==> src/rtl/timer_dev.sv <==
// -----------------------------------------------------------------------------
// timer_dev
//
// Memory-mapped down-counting timer with an interrupt request output, intended
// to sit on the processor bus next to the coprocessor's HWInt inputs.
//
// Register map (word offset on addr):
//   0 CTRL   : bit0 EN, bits2:1 MODE, bit3 IM; upper bits read as zero
//   1 PRESET : 32-bit reload value, read/write
//   2 COUNT  : 32-bit current count, read-only
//   3        : unused, reads zero, writes ignored
//
// MODE 1 is auto-reload; every other MODE value runs as one-shot.
//
// Ports:
//   clk    system clock, all state changes on the rising edge
//   reset  synchronous, active-high reset
//   addr   register select
//   we     register write strobe, sampled on the rising edge
//   din    write data
//   dout   combinational read data for the register selected by addr
//   irq    interrupt request, CTRL.IM & PEND, driven from flops only
// -----------------------------------------------------------------------------
module timer_dev (
    input  logic        clk,
    input  logic        reset,
    input  logic [1:0]  addr,
    input  logic        we,
    input  logic [31:0] din,
    output logic [31:0] dout,
    output logic        irq
);

    typedef enum logic [1:0] {
        S_IDLE = 2'd0,
        S_LOAD = 2'd1,
        S_CNT  = 2'd2,
        S_INT  = 2'd3
    } state_t;

    localparam logic [1:0] ADDR_CTRL   = 2'd0;
    localparam logic [1:0] ADDR_PRESET = 2'd1;
    localparam logic [1:0] ADDR_COUNT  = 2'd2;
    localparam logic [1:0] MODE_RELOAD = 2'd1;

    state_t      state_q, state_d;

    logic        ctrl_en_q, ctrl_en_d;
    logic [1:0]  ctrl_mode_q, ctrl_mode_d;
    logic        ctrl_im_q, ctrl_im_d;
    logic [31:0] preset_q, preset_d;
    logic [31:0] count_q, count_d;
    logic        pend_q, pend_d;

    logic        wr_ctrl;
    logic        wr_preset;
    logic        auto_reload;
    logic        count_is_zero;
    logic        count_le_one;

    logic        load_count;
    logic        dec_count;
    logic        set_pend;
    logic        auto_clear_en;
    logic        reload_clear_pend;

    // Bus write decode. Only CTRL and PRESET are writable; COUNT and the
    // unused slot simply have no decode, so writes there fall on the floor.
    always_comb begin
        wr_ctrl   = we && (addr == ADDR_CTRL);
        wr_preset = we && (addr == ADDR_PRESET);
    end

    // Status terms derived from the registered state. The FSM only ever looks
    // at flop outputs, which is why a bus write becomes visible to it one
    // cycle after the write edge.
    always_comb begin
        auto_reload   = (ctrl_mode_q == MODE_RELOAD);
        count_is_zero = (count_q == 32'd0);
        count_le_one  = (count_q <= 32'd1);
    end

    // FSM state register.
    always_ff @(posedge clk) begin
        if (reset) begin
            state_q <= S_IDLE;
        end else begin
            state_q <= state_d;
        end
    end

    // FSM next-state logic. CNT exits to INT both when the counter is about
    // to reach zero and when it was loaded with zero, so a zero PRESET still
    // produces one interrupt after a single CNT cycle. Clearing EN always
    // takes priority in CNT and leaves the count frozen where it is.
    always_comb begin
        state_d = state_q;
        case (state_q)
            S_IDLE: begin
                if (ctrl_en_q) begin
                    state_d = S_LOAD;
                end
            end
            S_LOAD: begin
                state_d = S_CNT;
            end
            S_CNT: begin
                if (!ctrl_en_q) begin
                    state_d = S_IDLE;
                end else if (count_le_one) begin
                    state_d = S_INT;
                end
            end
            S_INT: begin
                state_d = auto_reload ? S_LOAD : S_IDLE;
            end
            default: begin
                state_d = S_IDLE;
            end
        endcase
    end

    // FSM output decode: one-cycle action strobes for the datapath. The
    // decrement is suppressed at zero so the counter can never wrap.
    always_comb begin
        load_count        = 1'b0;
        dec_count         = 1'b0;
        set_pend          = 1'b0;
        auto_clear_en     = 1'b0;
        reload_clear_pend = 1'b0;
        case (state_q)
            S_LOAD: begin
                load_count = 1'b1;
            end
            S_CNT: begin
                if (ctrl_en_q) begin
                    dec_count = !count_is_zero;
                    set_pend  = count_le_one;
                end
            end
            S_INT: begin
                auto_clear_en     = !auto_reload;
                reload_clear_pend = auto_reload;
            end
            default: begin
            end
        endcase
    end

    // CTRL next value. The one-shot EN clear is applied first and a CTRL
    // write on the same edge is applied afterwards, so software re-arming the
    // timer during the INT cycle is not lost.
    always_comb begin
        ctrl_en_d   = ctrl_en_q;
        ctrl_mode_d = ctrl_mode_q;
        ctrl_im_d   = ctrl_im_q;
        if (auto_clear_en) begin
            ctrl_en_d = 1'b0;
        end
        if (wr_ctrl) begin
            ctrl_en_d   = din[0];
            ctrl_mode_d = din[2:1];
            ctrl_im_d   = din[3];
        end
    end

    // PRESET and COUNT next values. COUNT only picks up PRESET in LOAD, so a
    // PRESET rewrite while counting affects the next period, not this one.
    always_comb begin
        preset_d = preset_q;
        count_d  = count_q;
        if (wr_preset) begin
            preset_d = din;
        end
        if (load_count) begin
            count_d = preset_q;
        end else if (dec_count) begin
            count_d = count_q - 32'd1;
        end
    end

    // PEND next value. In auto-reload it is a one-cycle pulse cleared as the
    // FSM leaves INT; in one-shot it latches until software writes CTRL or
    // PRESET. The set is evaluated last so a new expiry on the same edge as
    // a clearing write is never dropped.
    always_comb begin
        pend_d = pend_q;
        if (reload_clear_pend) begin
            pend_d = 1'b0;
        end
        if ((wr_ctrl || wr_preset) && !auto_reload) begin
            pend_d = 1'b0;
        end
        if (set_pend) begin
            pend_d = 1'b1;
        end
    end

    // Register bank. Reset is checked first so it beats any bus write
    // presented on the same edge and aborts a running count with no irq.
    always_ff @(posedge clk) begin
        if (reset) begin
            ctrl_en_q   <= 1'b0;
            ctrl_mode_q <= 2'd0;
            ctrl_im_q   <= 1'b0;
            preset_q    <= 32'd0;
            count_q     <= 32'd0;
            pend_q      <= 1'b0;
        end else begin
            ctrl_en_q   <= ctrl_en_d;
            ctrl_mode_q <= ctrl_mode_d;
            ctrl_im_q   <= ctrl_im_d;
            preset_q    <= preset_d;
            count_q     <= count_d;
            pend_q      <= pend_d;
        end
    end

    // Combinational read mux.
    always_comb begin
        dout = 32'd0;
        case (addr)
            ADDR_CTRL:   dout = {28'd0, ctrl_im_q, ctrl_mode_q, ctrl_en_q};
            ADDR_PRESET: dout = preset_q;
            ADDR_COUNT:  dout = count_q;
            default:     dout = 32'd0;
        endcase
    end

    // The interrupt line is built purely from flops, so there is no path from
    // din or we through to irq.
    assign irq = ctrl_im_q & pend_q;

endmodule

==> config.mk <==
export PLATFORM = sky130hd
export DESIGN_NAME = timer_dev
export DESIGN_NICKNAME = d
export VERILOG_FILES = /design/src/rtl/timer_dev.sv
export SDC_FILE = /design/constraint.sdc
export NUM_CORES = 1
export LEC_CHECK = 0
export ABC_AREA = 0
export BUFFER_PORTS_ARGS = -buffer_cell sky130_fd_sc_hd__buf_2
export CORE_MARGIN = 3
export CORE_UTILIZATION = 35
export DETAILED_ROUTE_END_ITERATION = 12
export GPL_TIMING_DRIVEN = 0
export MAX_ROUTING_LAYER = met4
export PLACE_DENSITY = 0.61
export RECOVER_POWER = 50
export SYNTH_ARGS = -nofsm -noshare
export SYNTH_HDL_FRONTEND = slang
export SYNTH_SLANG_ARGS = --single-unit
==> constraint.sdc <==
create_clock -name clk -period 7.4 [get_ports clk]
set_input_delay 1.11 -clock clk [delete_from_list [all_inputs] [get_ports clk]]
set_output_delay 1.11 -clock clk [all_outputs]
set_load 0.02 [all_outputs]
==> results of run 1 <==
==> synth_stat cells, drive strengths merged, types with 3 or more instances <==
library cell	instances	share of area (%)
a21oi	40	5.5
a22o	28	6.6
a22oi	5	1.0
a311oi	15	3.5
a32o	4	1.1
and2	3	0.50
buf	5	0.67
clkbuf	33	3.3
dfxtp	71	38
ha	3	1.0
inv	6	0.60
mux2i	7	1.9
nand2	90	9.1
nand3	8	1.1
nand4	4	0.67
nor2	36	3.6
nor2b	7	1.2
nor3	12	1.6
nor4	12	2.2
o21ai	20	2.7
o22ai	5	0.84
o311ai	3	0.70
o31ai	10	2.0
or3	14	2.3
or4	17	3.5
==> flip-flops by register name, summed over array words and instances, names as in the netlist <==
name and cells:
count_q 32, ctrl_en_q 1, ctrl_im_q 1, ctrl_mode_q 2, pend_q 1, preset_q 32
state_q 2
==> report_power, final <==
group          internal [mW]  switching (mW)  leakage, nW  total (mW)
clock                  0.190           0.161        0.105       0.351
combinational         0.0530           0.113         1.07       0.166
sequential             0.392          0.0110        0.575       0.403
==> kinds of logic (layout without fill, tap and decap cells) <==
group	count (synthesis)	after routing	synth area share [%]
xor+xnor	1	1	0.235
buf+inv	44	127	4.60
compound gates	142	142	26.5
fa+ha+maj	3	3	1.01
mux	7	7	1.88
simple gates	212	212	27.7
flops	71	71	38.1
==> worst max-delay path, cell delays in order <==
cell      delay, ns
clkbuf_1       0.35
nor2b_1        0.19
clkbuf_1       0.56
buf_1          0.59
a22o_1         0.23
buf_2          0.17
==> through the flow <==
stage | cell area [µm²] | cells | utilization, % | hold slack, ns
CTS | 4460 | 699 | 43.2 | 0.477
global placement | 4230 | 683 | 41.0 | 0.461
floorplan | 3730 | 480 | - | 0.445
finish | 4440 | 699 | 43.0 | 0.475
global route | 4440 | 699 | 43.0 | 0.501
detailed placement | 4230 | 683 | 41.0 | 0.466
==> per-layer routing <==
layer | vias up | global-route usage, % | part of all wire, % | wire [µm]
li1 | 1950 | - | - | -
met1 | 1872 | 30.1 | 46 | 5950
met2 | 159 | 34.2 | 45 | 5820
met3 | 15 | 5.57 | 7.4 | 953
met4 | 0 | 6.68 | 1.4 | 178
met5 | - | - | 0 | 0
==> area by class of cell <==
class	count	area share, %
sequential	71	32.0
tap	136	3.83
buffer	38	3.35
timing repair buffer	67	7.52
clock buffer	9	2.79
multi-input combinational	365	47.8
clock inverter	7	2.20
inverter	6	0.507
==> final timing paths <==
| kind | end | slack, ns |
|---|---|---|
| setup / recovery | dout[12] | 3.08 |
| hold / removal | preset_q[25]$_SDFFE_PP0P_ | 0.48 |
| setup reg to reg | count_q[5]$_SDFFE_PP0P_ | 3.74 |
| hold reg to reg | preset_q[25]$_SDFFE_PP0P_ | 0.48 |
==> flow_summary.ini, run 1 <==
[timing]
fmax_mhz = 231
skew_ns = 0.00991
finalHoldViolations = 0
setup_viol = 0
finalSetupTns_ns = 0
slew_headroom_pct = 12.8
period_share_pct = 58.4
fin_ws_ns = 3.08
rsz0062_at_grt = false
max_slew.worst_pin.slew_ns = 1.30
drv_slew = 0
period_needed_ns = 4.32

[logic_synthesis]
syn-num-nets = 520
ys_types = 48
syn_area_per_cell_um2 = 7.77
ys_warn_count = 0
synthCells = 480
ys_ff_latch = 71
synthArstFlopShare_pct = 0
synth_edf_count = 0
ys_seq_area_share_pct = 38.1
ys.flop_type = dfxtp_1
syn-cell-area_um2 = 3730

[worst_setup_path]
crit_type = in2out
endpoint_kind = primary output
crit_start = addr[1]
cp.required_ns = 6.29
critPathArrivalTime_ns = 3.21
setup.worst_path.start_class = input port
worst-path-max-fanout = 10
r2r-start = count_q[18]$_SDFFE_PP0P_
reg2regPathDepth = 8

[clock_tree]
hold_buffers = 0
cts_tree = done
clock-sinks = 71
h-tree-depth = 3
cts-root-buf = clkbuf_8
cts-resized-gates = 0
cts_buffer_depth = 2
clkSlewWorstSetupHoldPaths_ns = 0.08
clk_latency_ns = 0.36
numCtsBuffers = 9
cts_setup_buffers = 0

[floorplan]
fp.dieW_um = 109
rows = 37
core_region_area_um2 = 10300
die_area_um2 = 11900
ioPinCount = 70
start_util_pct = 36.1
die_h_um = 109

[global_route]
grt_pass1_vias = 3765
antenna_found_initial = 0
grt_max_degree = 14
grt_first_pass_wirelength_mm = 20.2
overflow = 0
grt_usage_pct = 22.7

[route]
drt-total-wl_mm = 12.9
drc = 0
first_iter_violations = 337
vias = 3996
wl_per_cell_um = 18.5
via_per_inst = 5.72
antenna_left = 0
firstDrtPassIters = 5

[cells_and_area]
syn_to_final_growth_pct = 19.2
antenna_cells = 0
layout_common_cells = 90 x nand2_1, 71 x dfxtp_1, 68 x buf_2
multi_input_area_um2 = 2130
layout_commonest_cell = nand2_1
nFillCells = 1077
fin_nets = 598
drive_gt1_share_pct = 15.6
seq_area_um2 = 1420

[power_and_ir_drop]
ir_worst_vdd_mv = 0.0990
p_leak_nw = 1.75
p_per_area_nw_per_um2 = 207
finalPower_uw = 921

[placed_design]
place.gp.congestion = 0.944
dp.final_hpwl_mm = 9.10
io_buffers = 67
dp_slack_ns = 3.11

[min_path]
hold_path.class = reg2reg
hold_depth = 2
hp-start = preset_q[25]$_SDFFE_PP0P_

[outcome]
status = finished clean

[run]
cap_violations = 0
Note: power is estimated with default switching activity, not from simulation.
==> run 2, diff against run 1 <==
--- a/config.mk
+++ b/config.mk
@@ -12,7 +12,7 @@
 export DETAILED_ROUTE_END_ITERATION = 12
 export GPL_TIMING_DRIVEN = 0
 export MAX_ROUTING_LAYER = met4
-export PLACE_DENSITY = 0.61
+export PLACE_DENSITY = 0.63
 export RECOVER_POWER = 50
 export SYNTH_ARGS = -nofsm -noshare
 export SYNTH_HDL_FRONTEND = slang
==> constraint.sdc (replaced) <==
create_clock -name clk -period 3.64 [get_ports clk]
set_input_delay 0.546 -clock clk [delete_from_list [all_inputs] [get_ports clk]]
set_output_delay 0.546 -clock clk [all_outputs]
set_load 0.02 [all_outputs]
==> run 2 against run 1 <==
Sequential power up 100%. Wire length increased by 0.11%. Total power up 95%. Clock skew barely moved. Cell count unchanged. First-iteration DRC count is 15% higher. Critical endpoint is now dout[30].
==> flow_summary.ini, run 2 (same netlist as run 1, synthesis figures left out) <==
[worst_setup_path]
cp.required_ns = 3.09
worst-path-max-fanout = 10
endpoint_kind = primary output
crit_type = in2out
r2r-end = count_q[16]$_SDFFE_PP0P_
crit_start = addr[1]
reg2regPathDepth = 8
endpoint = dout[30]
r2r-start = count_q[18]$_SDFFE_PP0P_
critPathArrivalTime_ns = 2.77
setup.worst_path.start_class = input port
ff2ff_setup_slack_ns = 0.36

[cells_and_area]
drive_gt1_share_pct = 14.4
final_cell_area_um2 = 4420
layout_common_cells = 90 x nand2_1, 71 x dfxtp_1, 62 x buf_2
largestRegisters = count_q x32, preset_q x32
antenna_cells = 0
layout_commonest_cell = nand2_1
nFillCells = 1096
syn_to_final_growth_pct = 18.5
fin_nets = 598

[global_route]
grt-busiest-layer = met2
grt_usage_pct = 22.9
antenna_found_initial = 0
grt_max_degree = 12
grt_first_pass_wirelength_mm = 20.3
overflow = 0
grtUsageMet2_pct = 34.7
use_met3_pct = 4.44
grt_pass1_vias = 3772
use_met1_pct = 29.4

[timing]
rsz0062_at_grt = false
period_needed_ns = 3.32
fmax_mhz = 302
whs_ns = 0.412
setup_viol = 0
period_share_pct = 91.1
finalHoldViolations = 0
skew_ns = 0.0103
drv_slew = 0
max_slew.worst_pin.slew_ns = 0.856
finalSetupTns_ns = 0
slew_headroom_pct = 42.4

[floorplan]
ioPinCount = 70
start_util_pct = 36.1
die_area_um2 = 11900
fp.dieW_um = 109
core_region_area_um2 = 10300
rows = 37
die_h_um = 109

[route]
drc = 0
drt-total-wl_mm = 12.9
antenna_left = 0
first_iter_violations = 389
via_per_inst = 5.81
wl_per_cell_um = 18.5
vias = 4062
firstDrtPassIters = 5

[power_and_ir_drop]
p_per_area_nw_per_um2 = 408
ir_worst_vdd_mv = 0.201
p_leak_nw = 1.72
finalPower_mw = 1.80

[min_path]
hold_path.class = in2reg

[clock_tree]
cts_tree = done
cts-resized-gates = 0
h-tree-depth = 3
clk_latency_ns = 0.36
numCtsBuffers = 9
cts-root-buf = clkbuf_8
hold_buffers = 0
cts_setup_buffers = 0
cts_buffer_depth = 2
clock-sinks = 71
clkSlewWorstSetupHoldPaths_ns = 0.08

[placed_design]
place.gp.congestion = 0.908
io_buffers = 67
place_area_um2 = 4230
dp.final_hpwl_mm = 9.17

[run]
cap_violations = 0

[outcome]
status = finished clean
[run 2: final cells by class]
type	count	area [µm²]	share of cell area [%]
clock buffer	13	149	3.37
clock inverter	3	42.5	0.963
sequential	71	1420	32.2
inverter	6	22.5	0.510
buffer	38	149	3.37
tap	136	170	3.85
timing repair buffer	67	327	7.39
multi-input combinational	365	2140	48.4
[run 2: stage by stage]
stage / worst slack (ns) / utilization [%] / instances
CTS: 0.424 / 42.9 / 699
global placement: 0.482 / 41.0 / 683
floorplan: 1.01 / - / 480
global route: 0.197 / 42.8 / 699
finish: 0.323 / 42.8 / 699
detailed placement: 0.429 / 41.0 / 683
[run 2: critical path, stage by stage]
cell	delay, ns
clkbuf_1	0.36
nor2b_1	0.20
clkbuf_1	0.59
buf_1	0.63
a22o_1	0.26
buf_2	0.17
[run 2: power breakdown]
group          total (mW)  switching, mW  internal, mW  leakage (nW)
clock network       0.640          0.305         0.335        0.0936
logic               0.339          0.230         0.109          1.05
registers           0.820         0.0223         0.798         0.575
[run 2: worst min path at each step]
stage                                         start  slack, ns  depth (start not counted)                         to
after global routing                        din[15]       0.41                          3  preset_q[15]$_SDFFE_PP0P_
after CTS                                   din[15]       0.41                          3  preset_q[15]$_SDFFE_PP0P_
final                                       din[15]       0.41                          3  preset_q[15]$_SDFFE_PP0P_
after floorplan           preset_q[26]$_SDFFE_PP0P_       0.44                          2  preset_q[26]$_SDFFE_PP0P_
after detailed placement   preset_q[1]$_SDFFE_PP0P_       0.46                          2   preset_q[1]$_SDFFE_PP0P_
after global placement     preset_q[1]$_SDFFE_PP0P_       0.46                          2   preset_q[1]$_SDFFE_PP0P_
[run 2: layer usage]
layer | vias up | share of wire (%)
met3 | 37 | 7.1
met4 | 0 | 2.9
met2 | 189 | 45
li1 | 1939 | -
met5 | - | 0
met1 | 1897 | 45
==> run 3, diff against run 2 <==
--- a/config.mk
+++ b/config.mk
@@ -6,7 +6,8 @@
 export NUM_CORES = 1
 export LEC_CHECK = 0
 export ABC_AREA = 0
-export BUFFER_PORTS_ARGS = -buffer_cell sky130_fd_sc_hd__buf_2
+export BUFFER_PORTS_ARGS = -buffer_cell sky130_fd_sc_hd__buf_4
+export CAP_MARGIN = 20
 export CORE_MARGIN = 3
 export CORE_UTILIZATION = 35
 export DETAILED_ROUTE_END_ITERATION = 12
==> run 3 against run 2 <==
Die area stayed put. Sequential share of layout area is 0.99 points lower. Sequential power hardly changed. Combinational power is 2% higher. Final area is 3.2% higher. Cell count stayed put. Global-route usage is 0.54 points lower. Maximum frequency is 5.3% higher.
==> flow_summary.ini, run 3 (same netlist as run 1, synthesis figures left out) <==
[route]
antenna_left = 0
first_iter_violations = 382
firstDrtPassIters = 5
via_per_inst = 5.74
vias = 4012
wl_per_cell_um = 18.0
drt-total-wl_mm = 12.6
drc = 0

[timing]
max_slew.worst_pin.slew_ns = 0.868
slew_headroom_pct = 41.6
finalSetupTns_ns = 0
period_share_pct = 86.5
rsz0062_at_grt = false
finalHoldViolations = 0
drv_slew = 0
skew_ns = 0.0117
period_needed_ns = 3.15
setup_viol = 0
fmax_mhz = 317
fin_ws_ns = 0.490

[global_route]
grt_max_degree = 13
grt_first_pass_wirelength_mm = 19.7
grt_pass1_vias = 3782
grt_usage_pct = 22.3
overflow = 0
antenna_found_initial = 0

[clock_tree]
clkSlewWorstSetupHoldPaths_ns = 0.08
cts_tree = done
clk_latency_ns = 0.36
cts-resized-gates = 0
cts_buffer_depth = 2
hold_buffers = 0
clock-sinks = 71
cts-root-buf = clkbuf_8
cts_setup_buffers = 0
h-tree-depth = 3
numCtsBuffers = 9

[floorplan]
core_region_area_um2 = 10300
ioPinCount = 70
die_area_um2 = 11900
start_util_pct = 36.1
die_h_um = 109
rows = 37
fp.dieW_um = 109

[cells_and_area]
layout_common_cells = 90 x nand2_1, 71 x dfxtp_1, 59 x buf_4
drive_gt1_share_pct = 14.4
antenna_cells = 0
nFillCells = 1059
layout_commonest_cell = nand2_1
fin_nets = 598
seq_area_um2 = 1420
multi_input_area_um2 = 2140
syn_to_final_growth_pct = 22.2
largestRegisters = count_q x32, preset_q x32

[worst_setup_path]
endpoint_kind = register
crit_chain = or4_1 > or3_1 > nor4_2 > buf_2 > buf_4 > o31ai_1 > a311oi_1
critPathArrivalTime_ns = 3.41
ff2ff_setup_slack_ns = 0.49
slowest_stage = nor4_2
cp.required_ns = 3.90
worst-path-max-fanout = 10
crit_type = reg2reg
critical_path.max_stage_delay_ns = 0.68
setup.worst_path.start_class = register

[min_path]
hold_path.class = in2reg

[placed_design]
dp.final_hpwl_mm = 9.04
place.gp.congestion = 0.943
dp_slack_ns = 0.520
io_buffers = 67

[power_and_ir_drop]
ir_worst_vdd_mv = 0.179
p_leak_nw = 1.74
p_per_area_nw_per_um2 = 394
finalPower_mw = 1.79

[outcome]
status = finished clean

[run]
cap_violations = 0
-- run 3: cell count changes in the layout (fill, tap and decap cells not counted) --
cell and delta:
buf_2 -60, clkbuf_8 -1, clkinv_2 +2, clkinv_4 +1, buf_4 +58
-- run 3: where the power goes --
group | internal [mW] | total, mW | leakage (nW) | switching, mW
Sequential | 0.798 | 0.820 | 0.575 | 0.0224
Clock | 0.314 | 0.627 | 0.0960 | 0.313
Combinational | 0.122 | 0.347 | 1.07 | 0.225
-- run 3: critical path: cells and delay by family (launching register included) --
family          cells  cell delay, ns
buf+inv             2            0.58
simple gates        3            1.70
flops               1            0.38
compound gates      2            0.39
-- run 3: per-layer routing --
| layer | global-route usage [%] | share of wire [%] | vias up |
|---|---|---|---|
| met5 | - | 0 | - |
| met4 | 7.84 | 1.4 | 0 |
| met3 | 5.51 | 8.0 | 17 |
| met2 | 33.3 | 45 | 192 |
| met1 | 29.5 | 45 | 1861 |
| li1 | - | - | 1942 |
-- run 3: worst paths after layout --
path / start / end / cells past startpoint
max: count_q[13]$_SDFFE_PP0P_ / count_q[2]$_SDFFE_PP0P_ / 7
min: din[15] / preset_q[15]$_SDFFE_PP0P_ / 3
max reg2reg: count_q[13]$_SDFFE_PP0P_ / count_q[2]$_SDFFE_PP0P_ / 7
min reg2reg: preset_q[11]$_SDFFE_PP0P_ / preset_q[11]$_SDFFE_PP0P_ / 2
-- run 3: layout make-up --
cell class | count | share of cell area [%]
flip-flops and latches | 71 | 31.2
repair buffers | 67 | 10.3
well taps | 136 | 3.73
clock buffers | 10 | 2.80
clock inverters | 6 | 1.35
plain buffers | 38 | 3.27
multi-input cells | 365 | 46.9
inverters | 6 | 0.494
-- run 3: through the flow --
step                      cell area [µm²]  utilization (%)  std cells  hold WS [ns]
after CTS                            4590             44.5        699         0.410
after global routing                 4560             44.1        699         0.417
after detailed placement             4400             42.6        683         0.468
after floorplan                      3730                -        480         0.445
final                                4560             44.1        699         0.424
after global placement               4400             42.6        683         0.458
